[src/rtl/data_mem_access_unit_if.sv]
// Request/response handshake and word-addressed data-memory bus of the MEM-stage load/store unit.
// slave = the access unit; master = pipeline register plus data memory.
interface data_mem_access_unit_if #(
   parameter int ADDR_WIDTH = 7,
   parameter int DATA_WIDTH = 32
);
   logic                  ReqValid;
   logic                  ReqReady;
   logic                  ReqWrite;
   logic [1:0]            ReqSize;
   logic                  ReqSigned;
   logic [31:0]           ReqAddr;
   logic [DATA_WIDTH-1:0] ReqWData;
   logic                  RespValid;
   logic [DATA_WIDTH-1:0] RespData;
   logic                  AddrError;
   logic [ADDR_WIDTH-1:0] MemAddress;
   logic [DATA_WIDTH-1:0] MemWriteData;
   logic                  MemRead;
   logic                  MemWrite;
   logic [DATA_WIDTH-1:0] MemReadData;

   modport slave (
      input  ReqValid, ReqWrite, ReqSize, ReqSigned, ReqAddr, ReqWData, MemReadData,
      output ReqReady, RespValid, RespData, AddrError,
      output MemAddress, MemWriteData, MemRead, MemWrite
   );

   modport master (
      output ReqValid, ReqWrite, ReqSize, ReqSigned, ReqAddr, ReqWData, MemReadData,
      input  ReqReady, RespValid, RespData, AddrError,
      input  MemAddress, MemWriteData, MemRead, MemWrite
   );
endinterface

[src/rtl/data_mem_access_unit.sv]
// MEM-stage load/store unit: big-endian byte/half/word access, sub-word stores by read-modify-write.
// Optional DMAU_ACCESS_COUNT_EN adds saturating LoadCount/StoreCount outputs.
module data_mem_access_unit #(
   parameter int ADDR_WIDTH = 7,
   parameter int DATA_WIDTH = 32
) (
   input  logic Clk,
   input  logic Reset,
   data_mem_access_unit_if.slave bus
`ifdef DMAU_ACCESS_COUNT_EN
   ,
   output logic [15:0] LoadCount,
   output logic [15:0] StoreCount
`endif
);

   typedef enum logic [2:0] {
      IDLE   = 3'd0,
      LOAD   = 3'd1,
      STORE  = 3'd2,
      RMW_RD = 3'd3,
      RMW_WR = 3'd4
   } state_t;

   state_t                state_r, nextState_s;
   logic [1:0]            size_r, size_s;
   logic                  signed_r, signed_s;
   logic [1:0]            offset_r, offset_s;
   logic [DATA_WIDTH-1:0] wData_r, wData_s;

   logic                  reqReady_r, reqReady_s;
   logic                  respValid_r, respValid_s;
   logic [DATA_WIDTH-1:0] respData_r, respData_s;
   logic                  addrError_r, addrError_s;
   logic [ADDR_WIDTH-1:0] memAddress_r, memAddress_s;
   logic [DATA_WIDTH-1:0] memWriteData_r, memWriteData_s;
   logic                  memRead_r, memRead_s;
   logic                  memWrite_r, memWrite_s;
   logic                  reqError_s;

   function automatic logic accessError(input logic [1:0] size, input logic [31:0] addr);
      logic err;
      case (size)
         2'b00:   err = 1'b0;
         2'b01:   err = addr[0];
         2'b10:   err = |addr[1:0];
         default: err = 1'b1;
      endcase
      return err | (|addr[31:ADDR_WIDTH+2]);
   endfunction

   function automatic logic [31:0] extractLane(input logic [31:0] word, input logic [1:0] size,
                                               input logic [1:0] offset, input logic sgn);
      logic [7:0]  b;
      logic [15:0] h;
      logic [31:0] res;
      case (offset)
         2'd0:    b = word[31:24];
         2'd1:    b = word[23:16];
         2'd2:    b = word[15:8];
         default: b = word[7:0];
      endcase
      h = offset[1] ? word[15:0] : word[31:16];
      case (size)
         2'b00:   res = sgn ? {{24{b[7]}}, b} : {24'h000000, b};
         2'b01:   res = sgn ? {{16{h[15]}}, h} : {16'h0000, h};
         default: res = word;
      endcase
      return res;
   endfunction

   function automatic logic [31:0] mergeLane(input logic [31:0] word, input logic [31:0] wdata,
                                             input logic [1:0] size, input logic [1:0] offset);
      logic [31:0] res;
      res = word;
      case (size)
         2'b00: begin
            case (offset)
               2'd0:    res[31:24] = wdata[7:0];
               2'd1:    res[23:16] = wdata[7:0];
               2'd2:    res[15:8]  = wdata[7:0];
               default: res[7:0]   = wdata[7:0];
            endcase
         end
         2'b01: begin
            if (offset[1]) begin
               res[15:0] = wdata[15:0];
            end else begin
               res[31:16] = wdata[15:0];
            end
         end
         default: res = wdata;
      endcase
      return res;
   endfunction

   assign reqError_s = accessError(bus.ReqSize, bus.ReqAddr);

   // Next state and next values of every registered output.
   always_comb begin
      nextState_s    = state_r;
      size_s         = size_r;
      signed_s       = signed_r;
      offset_s       = offset_r;
      wData_s        = wData_r;
      respValid_s    = 1'b0;
      respData_s     = 32'h0000_0000;
      addrError_s    = 1'b0;
      memAddress_s   = memAddress_r;
      memWriteData_s = memWriteData_r;
      memRead_s      = 1'b0;
      memWrite_s     = 1'b0;

      case (state_r)
         IDLE: begin
            if (bus.ReqValid) begin
               size_s   = bus.ReqSize;
               signed_s = bus.ReqSigned;
               offset_s = bus.ReqAddr[1:0];
               wData_s  = bus.ReqWData;
               // Errors answer straight from IDLE so the flagged pulse lands one cycle after acceptance.
               if (reqError_s) begin
                  respValid_s = 1'b1;
                  addrError_s = 1'b1;
                  nextState_s = IDLE;
               end else begin
                  memAddress_s = bus.ReqAddr[ADDR_WIDTH+1:2];
                  if (!bus.ReqWrite) begin
                     memRead_s   = 1'b1;
                     nextState_s = LOAD;
                  end else if (bus.ReqSize == 2'b10) begin
                     memWrite_s     = 1'b1;
                     memWriteData_s = bus.ReqWData;
                     nextState_s    = STORE;
                  end else begin
                     memRead_s   = 1'b1;
                     nextState_s = RMW_RD;
                  end
               end
            end else begin
               nextState_s = IDLE;
            end
         end
         LOAD: begin
            respValid_s = 1'b1;
            respData_s  = extractLane(bus.MemReadData, size_r, offset_r, signed_r);
            nextState_s = IDLE;
         end
         STORE: begin
            respValid_s = 1'b1;
            nextState_s = IDLE;
         end
         RMW_RD: begin
            memWrite_s     = 1'b1;
            memWriteData_s = mergeLane(bus.MemReadData, wData_r, size_r, offset_r);
            nextState_s    = RMW_WR;
         end
         RMW_WR: begin
            respValid_s = 1'b1;
            nextState_s = IDLE;
         end
         default: begin
            nextState_s = IDLE;
         end
      endcase

      reqReady_s = (nextState_s == IDLE);
   end

   // State, latched request fields and registered outputs.
   always_ff @(posedge Clk) begin
      if (Reset) begin
         state_r        <= IDLE;
         size_r         <= 2'b00;
         signed_r       <= 1'b0;
         offset_r       <= 2'b00;
         wData_r        <= 32'h0000_0000;
         reqReady_r     <= 1'b1;
         respValid_r    <= 1'b0;
         respData_r     <= 32'h0000_0000;
         addrError_r    <= 1'b0;
         memAddress_r   <= '0;
         memWriteData_r <= 32'h0000_0000;
         memRead_r      <= 1'b0;
         memWrite_r     <= 1'b0;
      end else begin
         state_r        <= nextState_s;
         size_r         <= size_s;
         signed_r       <= signed_s;
         offset_r       <= offset_s;
         wData_r        <= wData_s;
         reqReady_r     <= reqReady_s;
         respValid_r    <= respValid_s;
         respData_r     <= respData_s;
         addrError_r    <= addrError_s;
         memAddress_r   <= memAddress_s;
         memWriteData_r <= memWriteData_s;
         memRead_r      <= memRead_s;
         memWrite_r     <= memWrite_s;
      end
   end

`ifdef DMAU_ACCESS_COUNT_EN
   logic [15:0] loadCount_r, storeCount_r;

   // Saturating counters of successful accesses, stepped on the edge that raises RespValid.
   always_ff @(posedge Clk) begin
      if (Reset) begin
         loadCount_r  <= 16'h0000;
         storeCount_r <= 16'h0000;
      end else begin
         if ((state_r == LOAD) && (loadCount_r != 16'hFFFF)) begin
            loadCount_r <= loadCount_r + 16'd1;
         end else begin
            loadCount_r <= loadCount_r;
         end
         if (((state_r == STORE) || (state_r == RMW_WR)) && (storeCount_r != 16'hFFFF)) begin
            storeCount_r <= storeCount_r + 16'd1;
         end else begin
            storeCount_r <= storeCount_r;
         end
      end
   end

   assign LoadCount  = loadCount_r;
   assign StoreCount = storeCount_r;
`endif

   // Strobes are forced low during reset so an interrupted read-modify-write never lands.
   assign bus.MemRead      = memRead_r & ~Reset;
   assign bus.MemWrite     = memWrite_r & ~Reset;
   assign bus.MemAddress   = memAddress_r;
   assign bus.MemWriteData = memWriteData_r;
   assign bus.ReqReady     = reqReady_r;
   assign bus.RespValid    = respValid_r;
   assign bus.RespData     = respData_r;
   assign bus.AddrError    = addrError_r;

endmodule
[src/flat_wrapper.sv]
// flat-port wrapper written by rule: the top's interface ports become plain ports
module data_mem_access_unit_flat 
#(
   parameter int ADDR_WIDTH = 7,
   parameter int DATA_WIDTH = 32
)
  (Clk, Reset, bus_ReqValid, bus_ReqWrite, bus_ReqSize, bus_ReqSigned, bus_ReqAddr, bus_ReqWData, bus_MemReadData, bus_ReqReady, bus_RespValid, bus_RespData, bus_AddrError, bus_MemAddress, bus_MemWriteData, bus_MemRead, bus_MemWrite);
  data_mem_access_unit_if #(.ADDR_WIDTH(ADDR_WIDTH), .DATA_WIDTH(DATA_WIDTH)) bus_i ();
  input  logic Clk;
  input  logic Reset;
  input wire logic [$bits(bus_i.ReqValid)-1:0] bus_ReqValid;
  input wire logic [$bits(bus_i.ReqWrite)-1:0] bus_ReqWrite;
  input wire logic [$bits(bus_i.ReqSize)-1:0] bus_ReqSize;
  input wire logic [$bits(bus_i.ReqSigned)-1:0] bus_ReqSigned;
  input wire logic [$bits(bus_i.ReqAddr)-1:0] bus_ReqAddr;
  input wire logic [$bits(bus_i.ReqWData)-1:0] bus_ReqWData;
  input wire logic [$bits(bus_i.MemReadData)-1:0] bus_MemReadData;
  output wire logic [$bits(bus_i.ReqReady)-1:0] bus_ReqReady;
  output wire logic [$bits(bus_i.RespValid)-1:0] bus_RespValid;
  output wire logic [$bits(bus_i.RespData)-1:0] bus_RespData;
  output wire logic [$bits(bus_i.AddrError)-1:0] bus_AddrError;
  output wire logic [$bits(bus_i.MemAddress)-1:0] bus_MemAddress;
  output wire logic [$bits(bus_i.MemWriteData)-1:0] bus_MemWriteData;
  output wire logic [$bits(bus_i.MemRead)-1:0] bus_MemRead;
  output wire logic [$bits(bus_i.MemWrite)-1:0] bus_MemWrite;
  assign bus_i.ReqValid = bus_ReqValid;
  assign bus_i.ReqWrite = bus_ReqWrite;
  assign bus_i.ReqSize = bus_ReqSize;
  assign bus_i.ReqSigned = bus_ReqSigned;
  assign bus_i.ReqAddr = bus_ReqAddr;
  assign bus_i.ReqWData = bus_ReqWData;
  assign bus_i.MemReadData = bus_MemReadData;
  assign bus_ReqReady = bus_i.ReqReady;
  assign bus_RespValid = bus_i.RespValid;
  assign bus_RespData = bus_i.RespData;
  assign bus_AddrError = bus_i.AddrError;
  assign bus_MemAddress = bus_i.MemAddress;
  assign bus_MemWriteData = bus_i.MemWriteData;
  assign bus_MemRead = bus_i.MemRead;
  assign bus_MemWrite = bus_i.MemWrite;
  data_mem_access_unit #(.ADDR_WIDTH(ADDR_WIDTH), .DATA_WIDTH(DATA_WIDTH)) u_core (.Clk(Clk), .Reset(Reset), .bus(bus_i));
endmodule
[config.mk]
export PLATFORM = sky130hd
export DESIGN_NAME = data_mem_access_unit_flat
export DESIGN_NICKNAME = d
export VERILOG_FILES = /design/src/rtl/data_mem_access_unit_if.sv /design/src/rtl/data_mem_access_unit.sv /design/src/flat_wrapper.sv
export SDC_FILE = /design/constraint.sdc
export NUM_CORES = 1
export LEC_CHECK = 0
export BUFFER_PORTS_ARGS = -buffer_cell sky130_fd_sc_hd__buf_2
export CAP_MARGIN = 30
export CORE_MARGIN = 5
export CORE_UTILIZATION = 55
export CTS_BUF_LIST = sky130_fd_sc_hd__clkbuf_4
export DETAILED_ROUTE_END_ITERATION = 6
export PLACE_DENSITY = 0.86
export SLEW_MARGIN = 0
export SYNTH_ARGS = -nofsm -noshare
export SYNTH_HDL_FRONTEND = slang
export SYNTH_SLANG_ARGS = --single-unit
[constraint.sdc]
create_clock -name Clk -period 6.2 [get_ports Clk]
set_input_delay 0.31 -clock Clk [delete_from_list [all_inputs] [get_ports Clk]]
set_output_delay 0.31 -clock Clk [all_outputs]
set_load 0.05 [all_outputs]
==> results.txt, run 1 <==
----------------------------------------------------
[Clock network]
  Post-CTS setup buffer count ... 0
  CTS H-Tree Depth ... 4
  Clk root buf ... sky130_fd_sc_hd__clkbuf_4
  Clock Pin Slew Worst Setup and Hold Paths ... 0.10 ns
  Total number of clock tree sinks ... 116
  Cells resized by post-CTS repair ... 0
  CTS max path bufs ... 2
  TritonCTS Buffers ... 17
  TritonCTS clock tree ... yes
  Number of buffers inserted by hold repair at cts ... 36
  Worst-skew pair later-pin latency ... 0.56 ns

[Finish]
  Antenna diodes ... 0
  End-of-flow core utilization ... 71.9%
  Ratio of cells with drive above 1 in the final layout ... 27.0%
  Count of non-filler cells in the finished layout ... 990
  Area Overhead vs Synth ... 27.8%
  Layout Nets ... 948

[Power]
  Switching part of the total ... 27.7%
  Internal portion of total power ... 1.06 mW
  Maximum vdd drop ... 0.123 mV
  Leakage component of the power ... 3.01 nW
  Power spent charging and discharging nets ... 407 uW
  Total power per unit cell area ... 210 nW/um^2
  Portion of total power attributed to the clock network ... 33.3%
  Portion of total power attributed to sequential cells ... 52.6%
  Combinational power share ... 14.1%

[Detailed routing]
  Routed wirelength normalized by instance count ... 18.5 microns
  Total iterations of the first detailed-routing run ... 5
  Count of antenna-violating nets left after detailed routing ... 0
  Iter 0 DRT Violations ... 633
  Drt drc ... 0
  Detailed-route via count ... 6019
  Overall routed net length ... 18.3 mm
  Via-to-Cell Ratio ... 6.08

[STA]
  Setup TNS after final layout ... 0 ns
  Top achievable clock speed ... 362 MHz
  Transition time at the pin with the least slew margin ... 1.07 ns
  Setup-failing EPs final ... 0
  Number of pins exceeding their max-slew limit in the final report ... 0
  Unrepaired setup endpoints after global routing ... false
  Clock skew after layout ... 0.0109 ns
  Period minus WS final ... 2.76 ns
  Ratio of final minimum period to clock period ... 44.6%
  Final hold viol count ... 0
  Slew Limit Headroom ... 28.2%

[Worst setup path]
  Startpoint types ... flip-flop
  Peak fanout along the critical path ... 40
  Required time of the critical path ... 6.68 ns
  Type of the worst setup path ... reg2reg
  Arrival time at the worst endpoint ... 3.24 ns
  RR Startpoint ... u_core.state_r[2]
  Reg2Reg Depth ... 6
  Worst r2r dst ... u_core.bus.MemWriteData[26]
  Flop-to-flop setup slack ... 3.44 ns
  Endpoint type of the worst setup path ... flip-flop
  First element of the critical path ... u_core.state_r[2]

[Place]
  Port-buffer cells ... 178
  Weighted congestion at the end of routability-driven global placement ... 0.971
  Detailed placement HPWL ... 12.5 mm
  # placed instances ... 922

[Min path]
  HP Start ... bus_ReqAddr[5]
  Class of the tightest hold or removal check ... in2reg
  Hold EP ... u_core.bus.MemAddress[3]
  Cell depth of the worst hold path ... 3

[Yosys]
  Share of synthesized area occupied by flip-flops and latches ... 42.5%
  Post-synth EDFFs ... 0
  Post-synth ARST share ... 0%
  Synth cell types ... 46
  Number of synthesized register bits ... 116
  Mapped cell area ... 5470 sq um
  Mean post-synth cell area ... 8.25 sq um
  Post-Synthesis Cells ... 663
  Syn Nets ... 766
  Yosys warning total ... 0
  Synth Flop Type ... sky130_fd_sc_hd__dfxtp_1

[Global route]
  Overall fraction of global-route tracks in use ... 29.9%
  Via count of the first global-routing pass ... 5624
  Total congestion overflow ... 0
  Global-route wire length before repair ... 27.5 mm
  Maximum number of pins on one net before global-route repair ... 105
  Number of antenna violations at the first check in global routing ... 0

[Flow run]
  Max Cap Violations ... 0

[Floorplanning]
  Width of the die ... 110 microns
  Core Region ... 9730 sq um
  Die Ht ... 110 microns
  Top Ports ... 179
  Number of rows in the core area ... 36
  Starting utilization of the core area ... 56.2%
  Die Area ... 12000 sq um

[Outcome]
  Result of the run ... complete, no violations

----------------------------------------------------
==> cells in the final DEF (no fill, tap or decap), drive strengths merged, types with 17 or more instances in the layout <==
cell         netlist  layout
a21oi            105     105
dlygate4sd3        0      37
o21ai             27      27
nand2            113     113
clkbuf            48      23
buf               13     187
dfxtp            116     116
mux2i             39      39
nor2              45      45
a211oi            17      17
==> how the worst max path moves through the flow <==
stage | cells past startpoint | end | slack (ns)
floorplan | 7 | u_core.bus.MemWriteData[29] | 4.14
global placement | 6 | u_core.bus.MemWriteData[20] | 3.66
detailed placement | 6 | u_core.bus.MemWriteData[26] | 3.53
CTS | 6 | u_core.bus.MemWriteData[26] | 3.50
global route | 6 | u_core.bus.MemWriteData[21] | 3.29
finish | 6 | u_core.bus.MemWriteData[26] | 3.44
==> routing by layer <==
metal / wire, microns / vias up / global-route usage, % / part of all wire [%]
met2: 8570 / 390 / 48.9 / 47
met5: 0 / - / 0 / 0
li1: - / 2766 / - / -
met4: 723 / 0 / 15.9 / 4.0
met1: 6870 / 2792 / 35.7 / 38
met3: 2120 / 71 / 8.22 / 12
==> sequential cells by signal (all words and copies together) (netlist names) <==
name and count:
u_core.bus.AddrError 1, u_core.bus.MemAddress 7, u_core.bus.MemWriteData 32, u_core.bus.ReqReady 1
u_core.bus.RespData 32, u_core.bus.RespValid 1, u_core.memRead_r 1, u_core.memWrite_r 1
u_core.offset_r 2, u_core.signed_r 1, u_core.size_r 2, u_core.state_r 3
u_core.wData_r 32
==> power groups by stage <==
stage                     sequential (mW)  clock, mW  combinational [mW]
after floorplan                     0.785          0               0.108
after global placement              0.789          0               0.179
after detailed placement            0.789          0               0.183
after CTS                           0.772      0.495               0.201
after global routing                0.774      0.529               0.223
final                               0.772      0.489               0.208
==> area by class of cell <==
class	count	area [sq um]
clock buffers	23	173
clock inverters	8	61.3
fillers	768	2740
inverters	1	3.75
multi-input cells	485	2920
flip-flops and latches	116	2320
well taps	133	166
repair buffers	224	1350
==> cell usage after synthesis, types with 2 or more instances <==
master                     count  area (sq um)
sky130_fd_sc_hd__a211o_1       8          70.1
sky130_fd_sc_hd__a211oi_1     17           128
sky130_fd_sc_hd__a21oi_1     105           526
sky130_fd_sc_hd__a221o_1      16           160
sky130_fd_sc_hd__a22oi_1       8          60.1
sky130_fd_sc_hd__a311o_1       8          80.1
sky130_fd_sc_hd__and3b_1       3          26.3
sky130_fd_sc_hd__buf_1         8          30.0
sky130_fd_sc_hd__buf_2         4          20.0
sky130_fd_sc_hd__clkbuf_1     48           180
sky130_fd_sc_hd__dfxtp_1     116          2320
sky130_fd_sc_hd__mux2i_1      39           390
sky130_fd_sc_hd__nand2_1     113           424
sky130_fd_sc_hd__nand2b_1     10          62.6
sky130_fd_sc_hd__nand3_1       8          40.0
sky130_fd_sc_hd__nand3b_1      2          15.0
sky130_fd_sc_hd__nand4b_1      8          70.1
sky130_fd_sc_hd__nor2_1       44           165
sky130_fd_sc_hd__nor2b_1       2          12.5
sky130_fd_sc_hd__nor3_1       12          60.1
sky130_fd_sc_hd__nor3b_1       8          60.1
sky130_fd_sc_hd__nor4_1        2          12.5
sky130_fd_sc_hd__nor4_2        2          25.0
sky130_fd_sc_hd__nor4_4        2          42.5
sky130_fd_sc_hd__o211ai_1      8          60.1
sky130_fd_sc_hd__o21ai_0      26           130
sky130_fd_sc_hd__o21bai_1      2          15.0
sky130_fd_sc_hd__o22ai_1       8          50.1
sky130_fd_sc_hd__o41ai_1       8          70.1
sky130_fd_sc_hd__or2_2         2          12.5
==> cells by family after synthesis <==
group | Yosys count | synth area share [%]
simple gates | 227 | 20.2
compound gates | 218 | 25.3
flops | 116 | 42.5
buf+inv | 62 | 4.48
mux | 40 | 7.55
==> critical path: stages (launching register included) <==
cell,delay [ns]
sky130_fd_sc_hd__dfxtp_1,0.40
sky130_fd_sc_hd__nor3_2,0.25
sky130_fd_sc_hd__nand2_1,0.08
sky130_fd_sc_hd__buf_4,0.27
sky130_fd_sc_hd__or4_1,1.00
sky130_fd_sc_hd__a221o_1,0.50
sky130_fd_sc_hd__a21oi_1,0.17
==> stage by stage <==
step	power [mW]	setup WS (ns)	cell area, sq um	hold slack, ns
2_1_floorplan	0.893	4.14	5470	0.436
3_3_place_gp	0.968	3.66	6360	0.441
3_5_place_dp	0.972	3.53	6390	0.448
4_1_cts	1.47	3.50	6980	0.00415
5_1_grt	1.53	3.29	6990	0.00743
6_report	1.47	3.44	6990	0.0135
Power figures use the tool's default switching activity.
==> inputs of run 2 (changes only) <==
--- a/config.mk
+++ b/config.mk
@@ -5,13 +5,14 @@
 export SDC_FILE = /design/constraint.sdc
 export NUM_CORES = 1
 export LEC_CHECK = 0
+export ABC_AREA = 1
 export BUFFER_PORTS_ARGS = -buffer_cell sky130_fd_sc_hd__buf_2
 export CAP_MARGIN = 30
 export CORE_MARGIN = 5
-export CORE_UTILIZATION = 55
+export CORE_UTILIZATION = 49
 export CTS_BUF_LIST = sky130_fd_sc_hd__clkbuf_4
 export DETAILED_ROUTE_END_ITERATION = 6
-export PLACE_DENSITY = 0.86
+export PLACE_DENSITY = 0.79
 export SLEW_MARGIN = 0
 export SYNTH_ARGS = -nofsm -noshare
 export SYNTH_HDL_FRONTEND = slang
==> constraint.sdc (replaced) <==
create_clock -name Clk -period 2.5 [get_ports Clk]
set_input_delay 0.125 -clock Clk [delete_from_list [all_inputs] [get_ports Clk]]
set_output_delay 0.125 -clock Clk [all_outputs]
set_load 0.05 [all_outputs]
==> results.txt, run 2 <==
----------------------------------------------------
[STA]
  Period minus WS final ... 2.32 ns (-0.445 ns)
  Setup TNS after final layout ... 0 ns (unchanged)
  Final hold viol count ... 0 (unchanged)
  Number of pins exceeding their max-slew limit in the final report ... 0 (unchanged)
  Worst hold margin ... 0.0983 ns (+0.0848 ns)
  Transition time at the pin with the least slew margin ... 0.746 ns (-0.325 ns)
  Clock skew after layout ... 0.0122 ns (+0.00134 ns)
  Slew Limit Headroom ... 50.3% (+22 points)
  Ratio of final minimum period to clock period ... 92.8% (+48 points)
  Top achievable clock speed ... 431 MHz (+19%)
  Setup-failing EPs final ... 0 (unchanged)

[Worst setup path]
  Required time of the critical path ... 2.94 ns (-3.74 ns)
  Type of the worst setup path ... reg2reg
  Reg2Reg Depth ... 9 (+3)
  Startpoint types ... flip-flop
  Peak fanout along the critical path ... 24 (-40%)
  Flop-to-flop setup slack ... 0.18 ns (-3.26 ns)
  Endpoint type of the worst setup path ... flip-flop
  Worst r2r dst ... u_core.bus.RespData[13]
  RR Startpoint ... u_core.offset_r[1]
  Arrival time at the worst endpoint ... 2.76 ns (-0.48 ns)

[Detailed routing]
  Count of antenna-violating nets left after detailed routing ... 0 (unchanged)
  Via-to-Cell Ratio ... 5.26 (-14%)
  Total iterations of the first detailed-routing run ... 5 (unchanged)
  Routed wirelength normalized by instance count ... 16.2 microns (-12%)
  Detailed-route via count ... 7259 (+21%)
  Drt drc ... 0 (unchanged)
  Overall routed net length ... 22.3 mm (+22%)
  Iter 0 DRT Violations ... 668 (+5.5%)

[Place]
  Area post-placement ... 7150 sq um (+12%)
  Detailed placement HPWL ... 15.4 mm (+23%)
  # placed instances ... 1266 (+37%)
  Weighted congestion at the end of routability-driven global placement ... 1.03 (+5.9%)
  Port-buffer cells ... 178 (unchanged)

[Power]
  Total power per unit cell area ... 489 nW/um^2 (+130%)
  Combinational power share ... 18.5% (+4.4 points)
  Portion of total power attributed to sequential cells ... 47.7% (-4.9 points)
  Pwr Total ... 4.04 mW (+170%)
  Maximum vdd drop ... 0.340 mV (+180%)
  Power spent charging and discharging nets ... 1.18 mW (+190%)
  Portion of total power attributed to the clock network ... 33.7% (+0.4 points)
  Switching part of the total ... 29.2% (+1.5 points)
  Leakage component of the power ... 4.21 nW (+40%)
  Internal portion of total power ... 2.86 mW (+170%)

[Clock network]
  Post-CTS setup buffer count ... 0 (unchanged)
  CTS H-Tree Depth ... 4 (unchanged)
  Clock Pin Slew Worst Setup and Hold Paths ... 0.10 ns (about the same)
  Worst-skew pair later-pin latency ... 0.54 ns (-0.02 ns)
  Total number of clock tree sinks ... 116 (unchanged)
  CTS max path bufs ... 2 (unchanged)
  TritonCTS clock tree ... yes
  Clk root buf ... sky130_fd_sc_hd__clkbuf_4
  TritonCTS Buffers ... 17 (unchanged)

[Finish]
  Count of non-filler cells in the finished layout ... 1381 (+39%)
  Ratio of cells with drive above 1 in the final layout ... 20.5% (-6.4 points)
  Area Overhead vs Synth ... 33.1%
  Final instance area ... 8270 sq um (+18%)
  Layout Nets ... 1300 (+37%)
  Commonest cells after routing, fill and taps aside ... sky130_fd_sc_hd__nand2_1, sky130_fd_sc_hd__buf_2, sky130_fd_sc_hd__nor2_1
  Most common library cell in the layout ignoring fill and taps ... sky130_fd_sc_hd__nand2_1

[Global route]
  Global-route wire length before repair ... 34.6 mm (+26%)
  Overall fraction of global-route tracks in use ... 29.7% (-0.16 points)
  Via count of the first global-routing pass ... 6703 (+19%)
  Total congestion overflow ... 0 (unchanged)
  Maximum number of pins on one net before global-route repair ... 78 (-26%)
  Number of antenna violations at the first check in global routing ... 1 (+1)

[Min path]
  HP Start ... bus_ReqAddr[9]
  Cell depth of the worst hold path ... 7 (+4)
  Class of the tightest hold or removal check ... in2reg
  Hold EP ... u_core.bus.AddrError

[Yosys]
  Syn Nets ... 1057 (+38%)
  Post-Synthesis Cells ... 954 (+44%)
  Leading post-synthesis cells by instance count ... sky130_fd_sc_hd__nand2_1, sky130_fd_sc_hd__nor2_1, sky130_fd_sc_hd__dfxtp_1
  Post-synthesis cell type with the largest combined area ... sky130_fd_sc_hd__dfxtp_1
  Number of synthesized register bits ... 116 (unchanged)
  Leading cell type by number of instances after synthesis ... sky130_fd_sc_hd__nand2_1
  Dominant cells by area after synthesis ... sky130_fd_sc_hd__dfxtp_1, sky130_fd_sc_hd__nand2_1, sky130_fd_sc_hd__nor2_1
  Yosys warning total ... 0 (unchanged)
  Mean post-synth cell area ... 6.51 sq um (-21%)
  Area share of the largest cell type after synthesis ... 37.4% (-5.1 points)
  Synth cell types ... 36 (-22%)
  Post-synth EDFFs ... 0 (unchanged)
  Mapped cell area ... 6210 sq um (+14%)
  Share of synthesized area occupied by flip-flops and latches ... 37.4% (-5.1 points)
  Post-synth ARST share ... 0% (unchanged)
  Synth Flop Type ... sky130_fd_sc_hd__dfxtp_1

[Floorplanning]
  Starting utilization of the core area ... 49.6% (-6.6 points)
  Core Region ... 12500 sq um (+29%)
  Top Ports ... 179 (unchanged)
  Die Area ... 15000 sq um (+25%)
  Width of the die ... 123 microns (+12%)
  Die Ht ... 123 microns (+12%)
  Number of rows in the core area ... 41 (+14%)

[Flow run]
  Max Cap Violations ... 0 (unchanged)

[Outcome]
  Result of the run ... complete, no violations

----------------------------------------------------
==> run 2: changes by cell type after synthesis, moves of 12 or more <==
| cell | delta |
|---|---|
| sky130_fd_sc_hd__nor2_1 | +122 |
| sky130_fd_sc_hd__clkbuf_1 | -34 |
| sky130_fd_sc_hd__nand2_1 | +73 |
| sky130_fd_sc_hd__buf_2 | +23 |
| sky130_fd_sc_hd__mux2i_1 | -39 |
| sky130_fd_sc_hd__inv_1 | +108 |
| sky130_fd_sc_hd__o21ai_1 | +14 |
| sky130_fd_sc_hd__a21oi_1 | -33 |
| sky130_fd_sc_hd__o21ai_0 | +60 |
| sky130_fd_sc_hd__nand3_1 | +55 |
| sky130_fd_sc_hd__a31oi_1 | +12 |
| sky130_fd_sc_hd__a221o_1 | -16 |
| sky130_fd_sc_hd__a211oi_1 | -16 |
==> run 2: cell type report <==
| type | count | area, sq um |
|---|---|---|
| sequential | 116 | 2320 |
| multi-input combinational | 666 | 3130 |
| fill | 1163 | 4250 |
| inverter | 113 | 424 |
| clock buffer | 17 | 128 |
| timing repair buffer | 283 | 1900 |
| antenna | 1 | 2.50 |
| clock inverter | 13 | 143 |
| tap | 172 | 215 |
==> run 2: power groups by stage <==
stage               combinational (mW)  clock [mW]  sequential [mW]
finish                           0.748        1.36             1.93
global route                     0.818        1.48             1.93
CTS                              0.726        1.38             1.93
detailed placement               0.624           0             1.97
global placement                 0.625           0             1.97
floorplan                        0.392           0             1.96
==> run 2: metal layers <==
metal / vias to the layer above / global-route usage, % / wire (microns)
met4: 0 / 9.73 / 541
met5: - / 0 / 0
met1: 3266 / 38.8 / 9190
li1: 3570 / - / -
met3: 38 / 6.77 / 2100
met2: 385 / 48.7 / 10500
==> run 2: per-stage QoR <==
step           utilization (%)  setup slack (ns)
2_1_floorplan                -              1.15
3_3_place_gp              57.1             0.617
3_5_place_dp              57.1             0.549
4_1_cts                   66.0            0.0899
5_1_grt                   66.1          -0.00413
6_report                  66.1             0.180
==> run 2: how the worst max path moves through the flow <==
stage | cells after the start | startpoint | slack [ns] | end
after floorplan | 11 | u_core.offset_r[0] | 1.15 | u_core.bus.RespData[31]
after global placement | 10 | u_core.offset_r[1] | 0.62 | u_core.bus.RespData[16]
after detailed placement | 10 | u_core.offset_r[1] | 0.55 | u_core.bus.RespData[27]
after CTS | 9 | u_core.offset_r[1] | 0.09 | u_core.bus.RespData[13]
after global routing | 9 | u_core.offset_r[1] | -0.004 | u_core.bus.RespData[13]
final | 9 | u_core.offset_r[1] | 0.18 | u_core.bus.RespData[13]
==> run 2: cell families after synthesis <==
group	synth area share, %
AND/OR/NAND/NOR	28.9
AO/OA/AOI/OAI	21.4
buffers and inverters	12.3
flip-flops	37.4
==> run 2: repair_timing <==
| action | in CTS | in global routing |
|---|---|---|
| hold buffers | 84 | 0 |
| endpoints found under the setup margin | 0 | 2 |
| hold endpoints to repair | 100 | 0 |
| gates resized for setup | 0 | 1 |
==> run 2: worst max-delay path, stage by stage, from the launching register on <==
cell                            delay [ns]
sky130_fd_sc_hd__dfxtp_1              0.33
sky130_fd_sc_hd__inv_2                0.33
sky130_fd_sc_hd__nand2_4              0.23
sky130_fd_sc_hd__o21ai_1              0.18
sky130_fd_sc_hd__nand2_1              0.06
sky130_fd_sc_hd__o21ai_1              0.07
sky130_fd_sc_hd__inv_1                0.09
sky130_fd_sc_hd__nand3_4              0.21
sky130_fd_sc_hd__a31oi_1              0.12
sky130_fd_sc_hd__dlygate4sd3_1        0.58
==> inputs of run 3 (changes only) <==
--- a/config.mk
+++ b/config.mk
@@ -5,14 +5,13 @@
 export SDC_FILE = /design/constraint.sdc
 export NUM_CORES = 1
 export LEC_CHECK = 0
-export ABC_AREA = 1
 export BUFFER_PORTS_ARGS = -buffer_cell sky130_fd_sc_hd__buf_2
 export CAP_MARGIN = 30
 export CORE_MARGIN = 5
-export CORE_UTILIZATION = 49
+export CORE_UTILIZATION = 47
 export CTS_BUF_LIST = sky130_fd_sc_hd__clkbuf_4
 export DETAILED_ROUTE_END_ITERATION = 6
-export PLACE_DENSITY = 0.79
+export PLACE_DENSITY = 0.78
 export SLEW_MARGIN = 0
 export SYNTH_ARGS = -nofsm -noshare
 export SYNTH_HDL_FRONTEND = slang
==> results.txt, run 3 (same netlist as run 1, synthesis figures left out) <==
----------------------------------------------------
[Global route]
  Global-route wire length before repair ... 31.3 mm (-9.7%)
  Maximum number of pins on one net before global-route repair ... 65 (-17%)
  Number of antenna violations at the first check in global routing ... 0 (-1)
  Via count of the first global-routing pass ... 6003 (-10%)
  Overall fraction of global-route tracks in use ... 27.7% (-2.0 points)
  Total congestion overflow ... 0 (unchanged)

[Worst setup path]
  Type of the worst setup path ... reg2reg
  Arrival time at the worst endpoint ... 2.64 ns (-0.12 ns)
  RR Startpoint ... u_core.offset_r[1]
  Startpoint types ... flip-flop
  First element of the critical path ... u_core.offset_r[1]
  Peak fanout along the critical path ... 11 (-54%)
  Endpoint type of the worst setup path ... flip-flop
  Required time of the critical path ... 2.93 ns (about the same)

[STA]
  Final hold viol count ... 0 (unchanged)
  Number of pins exceeding their max-slew limit in the final report ... 0 (unchanged)
  Top achievable clock speed ... 451 MHz (+4.7%)
  Worst hold margin ... 0.0554 ns (-0.0429 ns)
  Clock skew after layout ... 0.0211 ns (+0.00891 ns)
  Unrepaired setup endpoints after global routing ... false
  Ratio of final minimum period to clock period ... 88.6% (-4.2 points)
  Setup-failing EPs final ... 0 (unchanged)
  Transition time at the pin with the least slew margin ... 1.00 ns (+0.259 ns)
  Slew Limit Headroom ... 33.0% (-17 points)
  Setup TNS after final layout ... 0 ns (unchanged)
  Period minus WS final ... 2.22 ns (-0.105 ns)

[Detailed routing]
  Count of antenna-violating nets left after detailed routing ... 0 (unchanged)
  Via-to-Cell Ratio ... 5.84 (+11%)
  Iter 0 DRT Violations ... 678 (+1.5%)
  Drt drc ... 0 (unchanged)
  Total iterations of the first detailed-routing run ... 7 (+2)
  Routed wirelength normalized by instance count ... 18.8 microns (+16%)
  Detailed-route via count ... 6137 (-15%)
  Overall routed net length ... 19.8 mm (-11%)

[Finish]
  Total area of multi-input combinational cells ... 2920 sq um (-6.8%)
  Layout Nets ... 999 (-23%)
  Antenna diodes ... 0 (-1)
  End-of-flow core utilization ... 65.3% (-0.71 points)
  Number of fillers in the final layout ... 943 (-19%)
  Area Overhead vs Synth ... 36.4%
  Most common library cell in the layout ignoring fill and taps ... sky130_fd_sc_hd__buf_2
  Storage element area ... 2320 sq um (about the same)
  Commonest cells after routing, fill and taps aside ... sky130_fd_sc_hd__buf_2, sky130_fd_sc_hd__dfxtp_1, sky130_fd_sc_hd__nand2_1
  Ratio of cells with drive above 1 in the final layout ... 26.8% (+6.2 points)

[Clock network]
  CTS max path bufs ... 2 (unchanged)
  Total number of clock tree sinks ... 116 (unchanged)
  Post-CTS setup buffer count ... 0 (unchanged)
  Clk root buf ... sky130_fd_sc_hd__clkbuf_4
  Clock Pin Slew Worst Setup and Hold Paths ... 0.10 ns (about the same)
  TritonCTS clock tree ... yes
  TritonCTS Buffers ... 17 (unchanged)
  Worst-skew pair later-pin latency ... 0.53 ns (about the same)
  CTS H-Tree Depth ... 4 (unchanged)

[Floorplanning]
  Starting utilization of the core area ... 47.9% (-1.7 points)
  Core Region ... 11400 sq um (-8.8%)
  Number of rows in the core area ... 39 (-4.9%)
  Die Area ... 13900 sq um (-7.5%)
  Top Ports ... 179 (unchanged)
  Width of the die ... 118 microns (-3.8%)
  Die Ht ... 118 microns (-3.8%)

[Place]
  Weighted congestion at the end of routability-driven global placement ... 0.939 (-8.7%)
  Detailed placement HPWL ... 13.5 mm (-12%)
  Port-buffer cells ... 178 (unchanged)

[Outcome]
  Result of the run ... complete, no violations

[Power]
  Leakage component of the power ... 3.22 nW (-23%)
  Total power per unit cell area ... 493 nW/um^2 (+0.88%)
  Maximum vdd drop ... 0.418 mV (+23%)

[Min path]
  Class of the tightest hold or removal check ... in2reg
  HP Start ... bus_MemReadData[15]

[Flow run]
  Max Cap Violations ... 0 (unchanged)

----------------------------------------------------
## run 3: per-layer routing
layer | track usage, % | wire (microns)
met1 | 33.2 | 7960
met2 | 45.4 | 9320
met3 | 8.79 | 1890
met4 | 12.2 | 630
met5 | 0 | 0
## run 3: path summary, 6_finish.rpt
| kind | depth (start not counted) | end | slack (ns) |
|---|---|---|---|
| min | 3 | u_core.bus.RespData[15] | 0.06 |
| min reg2reg | 2 | u_core.wData_r[18] | 0.46 |
| max | 5 | u_core.bus.MemWriteData[15] | 0.28 |
| max reg2reg | 5 | u_core.bus.MemWriteData[15] | 0.28 |
## run 3: report_power, final
| group | total (mW) | internal (mW) | switching, mW | leakage (nW) |
|---|---|---|---|---|
| clock network | 1.18 | 0.521 | 0.659 | 0.135 |
| registers | 1.92 | 1.88 | 0.0383 | 0.942 |
| logic | 0.580 | 0.266 | 0.315 | 2.15 |
| total | 3.68 | 2.67 | 1.01 | 3.22 |
## run 3: stage by stage
stage	cells	power, mW	instance area, sq um	setup WS (ns)
finish	1051	3.68	7460	0.285
CTS	1050	3.68	7450	0.129
detailed placement	945	2.43	6480	0.141
global placement	945	2.43	6480	0.286
global route	1051	3.85	7460	0.117
floorplan	663	2.21	5470	0.491
## run 3: final cells by class
cell class / count / share of cell area (%)
inverter: 1 / 0.0503
timing repair buffer: 275 / 24.2
clock buffer: 22 / 2.21
tap: 143 / 2.40
multi-input combinational: 485 / 39.1
sequential: 116 / 31.1
clock inverter: 9 / 0.855
## run 3: timing repair
action	4_1_cts	5_1_grt
endpoints found under the hold margin	100	1
hold buffers	74	1
endpoints found under the setup margin	0	16
gates resized for setup	0	1
## run 3: worst max-delay path, stage by stage (launching register included)
cell	delay (ns)
sky130_fd_sc_hd__dfxtp_1	0.63
sky130_fd_sc_hd__buf_4	0.26
sky130_fd_sc_hd__nor4b_2	0.61
sky130_fd_sc_hd__a221o_1	0.25
sky130_fd_sc_hd__a21oi_1	0.07
sky130_fd_sc_hd__o41ai_1	0.27
